File: config.mk
export PLATFORM = sky130hd
export DESIGN_NAME = score_bcd_display
export DESIGN_NICKNAME = d
export VERILOG_FILES = /design/src/rtl/score_pkg.sv /design/src/rtl/seg7_decode.sv /design/src/rtl/score_bcd_display.sv
export SDC_FILE = /design/constraint.sdc
export NUM_CORES = 1
export LEC_CHECK = 0
export BUFFER_PORTS_ARGS = -buffer_cell sky130_fd_sc_hd__buf_4
export CORE_ASPECT_RATIO = 0.9
export CORE_MARGIN = 2
export CORE_UTILIZATION = 57
export CTS_CLUSTER_SIZE = 25
export DETAILED_ROUTE_END_ITERATION = 10
export HOLD_SLACK_MARGIN = 0.15
export PLACE_DENSITY = 0.79
export SYNTH_ARGS = -nofsm -noshare
export SYNTH_HDL_FRONTEND = slang
export SYNTH_SLANG_ARGS = --single-unit
File: constraint.sdc
create_clock -name clk -period 2.05 [get_ports clk]
set_input_delay 0.41 -clock clk [delete_from_list [all_inputs] [get_ports clk]]
set_output_delay 0.41 -clock clk [all_outputs]
set_load 0.005 [all_outputs]
File: src/rtl/score_pkg.sv
// Shared definitions for the score-to-BCD display path: the default score
// width, the converter FSM encoding, the active-low 7-segment glyphs and a
// constant power-of-ten helper used to size the overflow threshold.
package score_pkg;

  localparam int SCORE_W = 24;

  typedef enum logic [1:0] {
    ST_IDLE  = 2'd0,
    ST_SHIFT = 2'd1,
    ST_DONE  = 2'd2
  } state_t;

  // Active-low segment patterns, bit order {g,f,e,d,c,b,a}
  localparam logic [6:0] SEG_0     = 7'b1000000;
  localparam logic [6:0] SEG_1     = 7'b1111001;
  localparam logic [6:0] SEG_2     = 7'b0100100;
  localparam logic [6:0] SEG_3     = 7'b0110000;
  localparam logic [6:0] SEG_4     = 7'b0011001;
  localparam logic [6:0] SEG_5     = 7'b0010010;
  localparam logic [6:0] SEG_6     = 7'b0000010;
  localparam logic [6:0] SEG_7     = 7'b1111000;
  localparam logic [6:0] SEG_8     = 7'b0000000;
  localparam logic [6:0] SEG_9     = 7'b0010000;
  localparam logic [6:0] SEG_BLANK = 7'b1111111;

  // 10^n as a 64-bit constant; only evaluated at elaboration time
  function automatic logic [63:0] pow10(input int n);
    logic [63:0] r;
    r = 64'd1;
    for (int i = 0; i < n; i++) begin
      r = r * 64'd10;
    end
    return r;
  endfunction

endpackage

File: src/rtl/seg7_decode.sv
// One BCD digit to an active-low 7-segment pattern. Non-decimal codes
// (10-15) blank the digit rather than showing a hex glyph.
module seg7_decode
  import score_pkg::*;
(
  input  logic [3:0] digit,
  output logic [6:0] seg
);

  // Pure lookup from digit value to glyph
  always_comb begin
    seg = SEG_BLANK;
    case (digit)
      4'd0:    seg = SEG_0;
      4'd1:    seg = SEG_1;
      4'd2:    seg = SEG_2;
      4'd3:    seg = SEG_3;
      4'd4:    seg = SEG_4;
      4'd5:    seg = SEG_5;
      4'd6:    seg = SEG_6;
      4'd7:    seg = SEG_7;
      4'd8:    seg = SEG_8;
      4'd9:    seg = SEG_9;
      default: seg = SEG_BLANK;
    endcase
  end

endmodule

File: src/rtl/score_bcd_display.sv
// Binary score to packed BCD converter using sequential double-dabble:
// one bit per cycle, WIDTH shift cycles, then a DONE cycle that publishes
// the result (or all nines when the score does not fit in DIGITS digits).
// Optional macro SCORE_BCD_SEG_EN adds a registered per-digit 7-segment
// decode of the published BCD value on port seg.
module score_bcd_display
  import score_pkg::*;
#(
  parameter int WIDTH  = SCORE_W,
  parameter int DIGITS = 8
) (
  input  logic                  clk,
  input  logic                  reset_n,
  input  logic [WIDTH-1:0]      score,
  input  logic                  start,
  output logic                  busy,
  output logic                  done,
  output logic [4*DIGITS-1:0]   bcd,
  output logic                  ovf
`ifdef SCORE_BCD_SEG_EN
  ,
  output logic [7*DIGITS-1:0]   seg
`endif
);

  localparam int                 BCD_W     = 4 * DIGITS;
  localparam int                 CNT_W     = $clog2(WIDTH + 1);
  localparam logic [CNT_W-1:0]   CNT_LAST  = CNT_W'(WIDTH - 1);
  localparam logic [63:0]        BCD_MAX   = pow10(DIGITS) - 64'd1;
  localparam logic [BCD_W-1:0]   ALL_NINES = {DIGITS{4'h9}};

  state_t             state_reg;
  logic [WIDTH-1:0]   shift_reg;
  logic [BCD_W-1:0]   acc_reg;
  logic [CNT_W-1:0]   cnt_reg;
  logic               ovf_pend_reg;

  logic [BCD_W-1:0]   acc_adj;
  logic [BCD_W-1:0]   acc_next;
  logic [WIDTH-1:0]   shift_next;
  logic               score_ovf;

  assign busy = (state_reg != ST_IDLE);

  // Overflow is decided on the sampled score, before any shifting
  assign score_ovf = (64'(score) > BCD_MAX);

  // Add-3 correction on every digit that would exceed 9 after doubling
  genvar gi;
  generate
    for (gi = 0; gi < DIGITS; gi++) begin : g_adj
      assign acc_adj[4*gi +: 4] = (acc_reg[4*gi +: 4] >= 4'd5)
                                ? acc_reg[4*gi +: 4] + 4'd3
                                : acc_reg[4*gi +: 4];
    end
  endgenerate

  // Shift {accumulator, score} left by one; carry out of the top digit is dropped
  assign acc_next   = (acc_adj << 1) | BCD_W'(shift_reg[WIDTH-1]);
  assign shift_next = shift_reg << 1;

  // Converter FSM with registered done/bcd/ovf
  always_ff @(posedge clk) begin
    if (!reset_n) begin
      state_reg    <= ST_IDLE;
      shift_reg    <= '0;
      acc_reg      <= '0;
      cnt_reg      <= '0;
      ovf_pend_reg <= 1'b0;
      done         <= 1'b0;
      bcd          <= '0;
      ovf          <= 1'b0;
    end else begin
      done <= 1'b0;
      case (state_reg)
        ST_IDLE: begin
          if (start) begin
            shift_reg    <= score;
            acc_reg      <= '0;
            cnt_reg      <= '0;
            ovf_pend_reg <= score_ovf;
            state_reg    <= ST_SHIFT;
          end
        end
        ST_SHIFT: begin
          acc_reg   <= acc_next;
          shift_reg <= shift_next;
          cnt_reg   <= cnt_reg + 1'b1;
          if (cnt_reg == CNT_LAST) begin
            state_reg <= ST_DONE;
          end
        end
        ST_DONE: begin
          bcd       <= ovf_pend_reg ? ALL_NINES : acc_reg;
          ovf       <= ovf_pend_reg;
          done      <= 1'b1;
          state_reg <= ST_IDLE;
        end
        default: state_reg <= ST_IDLE;
      endcase
    end
  end

`ifdef SCORE_BCD_SEG_EN
  logic [7*DIGITS-1:0] seg_dec;

  generate
    for (gi = 0; gi < DIGITS; gi++) begin : g_seg
      seg7_decode u_dec (
        .digit (bcd[4*gi +: 4]),
        .seg   (seg_dec[7*gi +: 7])
      );
    end
  endgenerate

  // Register the decoded glyphs so seg trails bcd by one cycle
  always_ff @(posedge clk) begin
    if (!reset_n) begin
      seg <= {DIGITS{SEG_0}};
    end else begin
      seg <= seg_dec;
    end
  end
`endif

endmodule

==> flow_summary.json <==
{
  "syn_area_per_cell_um2": 8.57,
  "vias": 3569,
  "synth_xor_area_frac": 0.0298,
  "coreArea_um2": 7510,
  "intPower_w": 0.00275,
  "holdWs_ns": 0.383,
  "h-tree-depth": 3,
  "grt_max_degree": 36,
  "drc": 0,
  "antenna_found_initial": 0,
  "yosys_warnings": 0,
  "hold_class": "input pin to flop",
  "wl_met2_mm": 4.18,
  "dp_hpwl_mm": 5.87,
  "crit_path_max_incr_delay_ns": 0.38,
  "area_growth_pct": 15.5,
  "irDropWorstVdd_mv": 0.483,
  "io_buffers": 60,
  "fmax_mhz": 565,
  "initial_core_util": 0.587,
  "crit_type": "flop to flop",
  "syn-num-nets": 558,
  "required_ns": 2.33,
  "ys.flop_type": "dfxtp_1",
  "synthCells": 514,
  "grt_usage": 0.210,
  "clock-root-buffer": "clkbuf_8",
  "drt-initial-drc-count": 106,
  "crit_arrival_ns": 2.05,
  "finalCritPeriodShare": 0.863,
  "placed_area_um2": 4860,
  "synth_cell_types": 37,
  "cts_tree": "done",
  "setup_violations": 0,
  "switching_share": 0.227,
  "seq_area_frac_synth": 0.436,
  "die_area_um2": 8450,
  "sequentialPowerShare": 0.545,
  "synth_top_family_by_area": "simple AND/OR/NAND/NOR gates",
  "finalCriticalPeriod_ns": 1.77,
  "die_x_um": 96.7,
  "dr_wl_met3_um": 369,
  "postCtsHoldBufs": 0,
  "ios": 62,
  "cts_buffers": 9,
  "hold_violations": 0,
  "net-switching-power_w": 0.000804,
  "finalInstanceArea_um2": 5090,
  "end_kind": "flop",
  "p_leak_nw": 2.15,
  "worstPathMaxFanout": 4,
  "ys_seq_elements": 96,
  "power.share.clock": 0.383,
  "wl_mm": 8.65,
  "synth-edff-count": 0,
  "slowest_stage": "mux2_2",
  "path_clk_slew_ns": 0.09,
  "ant_nets": 0,
  "worstPathCellList": "inv_1 -> ha_1 -> nand2b_1 -> a21oi_1 -> mux2_2 -> o21ai_0",
  "viasPerCell": 5.39,
  "synth-compound-area-share": 0.201,
  "postCtsSetupRepairBufs": 0,
  "drv_cap": 0,
  "synthAdderAreaFrac": 0.0483,
  "powerDensity_nw_per_um2": 698,
  "routabilityCongestion": 0.744,
  "synth_area_um2": 4410,
  "clock_latency_ns": 0.36,
  "rows": 30,
  "synthMuxAreaShare": 0.0204,
  "finalSetupTns_ns": 0,
  "detail_route.wl_per_cell_um": 13.1,
  "drv_slew": 0,
  "firstDrtPassIters": 4,
  "worst_slew_pin_slew_ns": 0.589,
  "maxSlewHeadroom": 0.608,
  "status": "completed",
  "cts.path.max_buffers": 2,
  "synth-simple-area-share": 0.204,
  "wl_met1_mm": 4.00,
  "drive_gt1_frac": 0.182,
  "p_comb_frac": 0.073,
  "async_flop_share": 0,
  "final_nets": 605,
  "skew_ns": 0.00971,
  "rsz0062_at_grt": "no",
  "grt_pass1_wl_mm": 14.7,
  "start_kind": "flop",
  "overflow": 0,
  "dieHeight_um": 87.4,
  "diodes": 0,
  "grt_pass1_vias": 3230,
  "top_layer_used": "met4",
  "cts_resized": 0,
  "clock_sinks": 96
}
[layout by cell type (no fill, tap or decap), types with 3 or more instances in the layout]
| cell type | n |
|---|---|
| a21oi_1 | 12 |
| nand2b_1 | 10 |
| nor2b_1 | 4 |
| a21boi_0 | 36 |
| and2_1 | 3 |
| a21boi_1 | 4 |
| xnor2_1 | 8 |
| o31ai_2 | 4 |
| buf_4 | 72 |
| dfxtp_1 | 96 |
| o21ai_0 | 32 |
| xor2_1 | 7 |
| and3_1 | 3 |
| mux2_2 | 8 |
| o211a_1 | 23 |
| nor3_1 | 8 |
| ha_1 | 17 |
| nand2_1 | 136 |
| inv_1 | 16 |
| clkbuf_8 | 10 |
| nand3_1 | 31 |
| o31ai_1 | 3 |
[worst max-delay path: cells and delay by family (launching register included)]
family / cells / cell delay, ns
and+or+nand+nor: 1 / 0.14
buffers and inverters: 1 / 0.09
adders and majority gates: 1 / 0.20
DFF: 1 / 0.37
muxes: 1 / 0.38
AOI/OAI and AO/OA: 2 / 0.50
[metrics by stage]
step | worst slack [ns] | util | instances | power [W]
finish | 0.281 | 0.678 | 662 | 0.00355
global route | 0.125 | 0.678 | 662 | 0.00368
CTS | 0.278 | 0.678 | 662 | 0.00358
detailed placement | 0.344 | 0.648 | 646 | 0.00224
global placement | 0.418 | 0.648 | 646 | 0.00223
floorplan | 0.544 | - | 514 | 0.00216
[cell type report]
class | instances | area [um^2]
clock buffer | 11 | 141
tap | 96 | 120
clock inverter | 5 | 80.1
multi-input combinational | 366 | 2220
inverter | 16 | 60.1
timing repair buffer | 72 | 541
sequential | 96 | 1920
fill | 649 | 2420
[routing by layer]
metal | vias up | GRT usage
li1 | 1811 | -
met1 | 1676 | 0.261
met2 | 72 | 0.370
met3 | 10 | 0.0417
met4 | 0 | 0.0704
met5 | - | 0
[worst paths after layout]
kind | start | end | slack, ns | cells past startpoint
min | score[19] | shift_reg[19] | 0.38 | 4
max | acc_reg[21] | acc_reg[22] | 0.28 | 6
max reg2reg | acc_reg[21] | acc_reg[22] | 0.28 | 6
min reg2reg | bcd[26] | bcd[26] | 0.46 | 2
[logic make-up after synthesis]
group                    after synthesis
AND/OR/NAND/NOR                      203
AO/OA/AOI/OAI                        122
flip-flops                            96
buffers and inverters                 52
adder cells (fa/ha/maj)               17
XOR/XNOR                              15
multiplexers                           8
other                                  1
[Yosys cell counts, types with 4 or more instances]
master,number,area share
o31ai_2,4,0.011
nand2_1,136,0.12
clkbuf_1,10,0.0085
ha_1,17,0.048
nand2b_1,10,0.014
a21boi_0,36,0.061
inv_1,16,0.014
nor3_1,8,0.0091
dfxtp_1,96,0.44
o21ai_0,32,0.036
xor2_1,7,0.014
buf_2,16,0.018
buf_4,7,0.012
a21boi_1,4,0.0068
a21oi_1,12,0.014
nand3_1,31,0.035
o211a_1,23,0.052
xnor2_1,8,0.016
nor2b_1,5,0.0071
mux2_2,8,0.020
[power by group through the flow]
stage / Sequential, W / Clock, W / Combinational [W]
after floorplan: 0.00197 / 0 / 0.000192
after global placement: 0.00197 / 0 / 0.000251
after detailed placement: 0.00198 / 0 / 0.000260
after CTS: 0.00193 / 0.00139 / 0.000261
after global routing: 0.00194 / 0.00145 / 0.000289
final: 0.00193 / 0.00136 / 0.000258
Power figures use the tool's default switching activity.
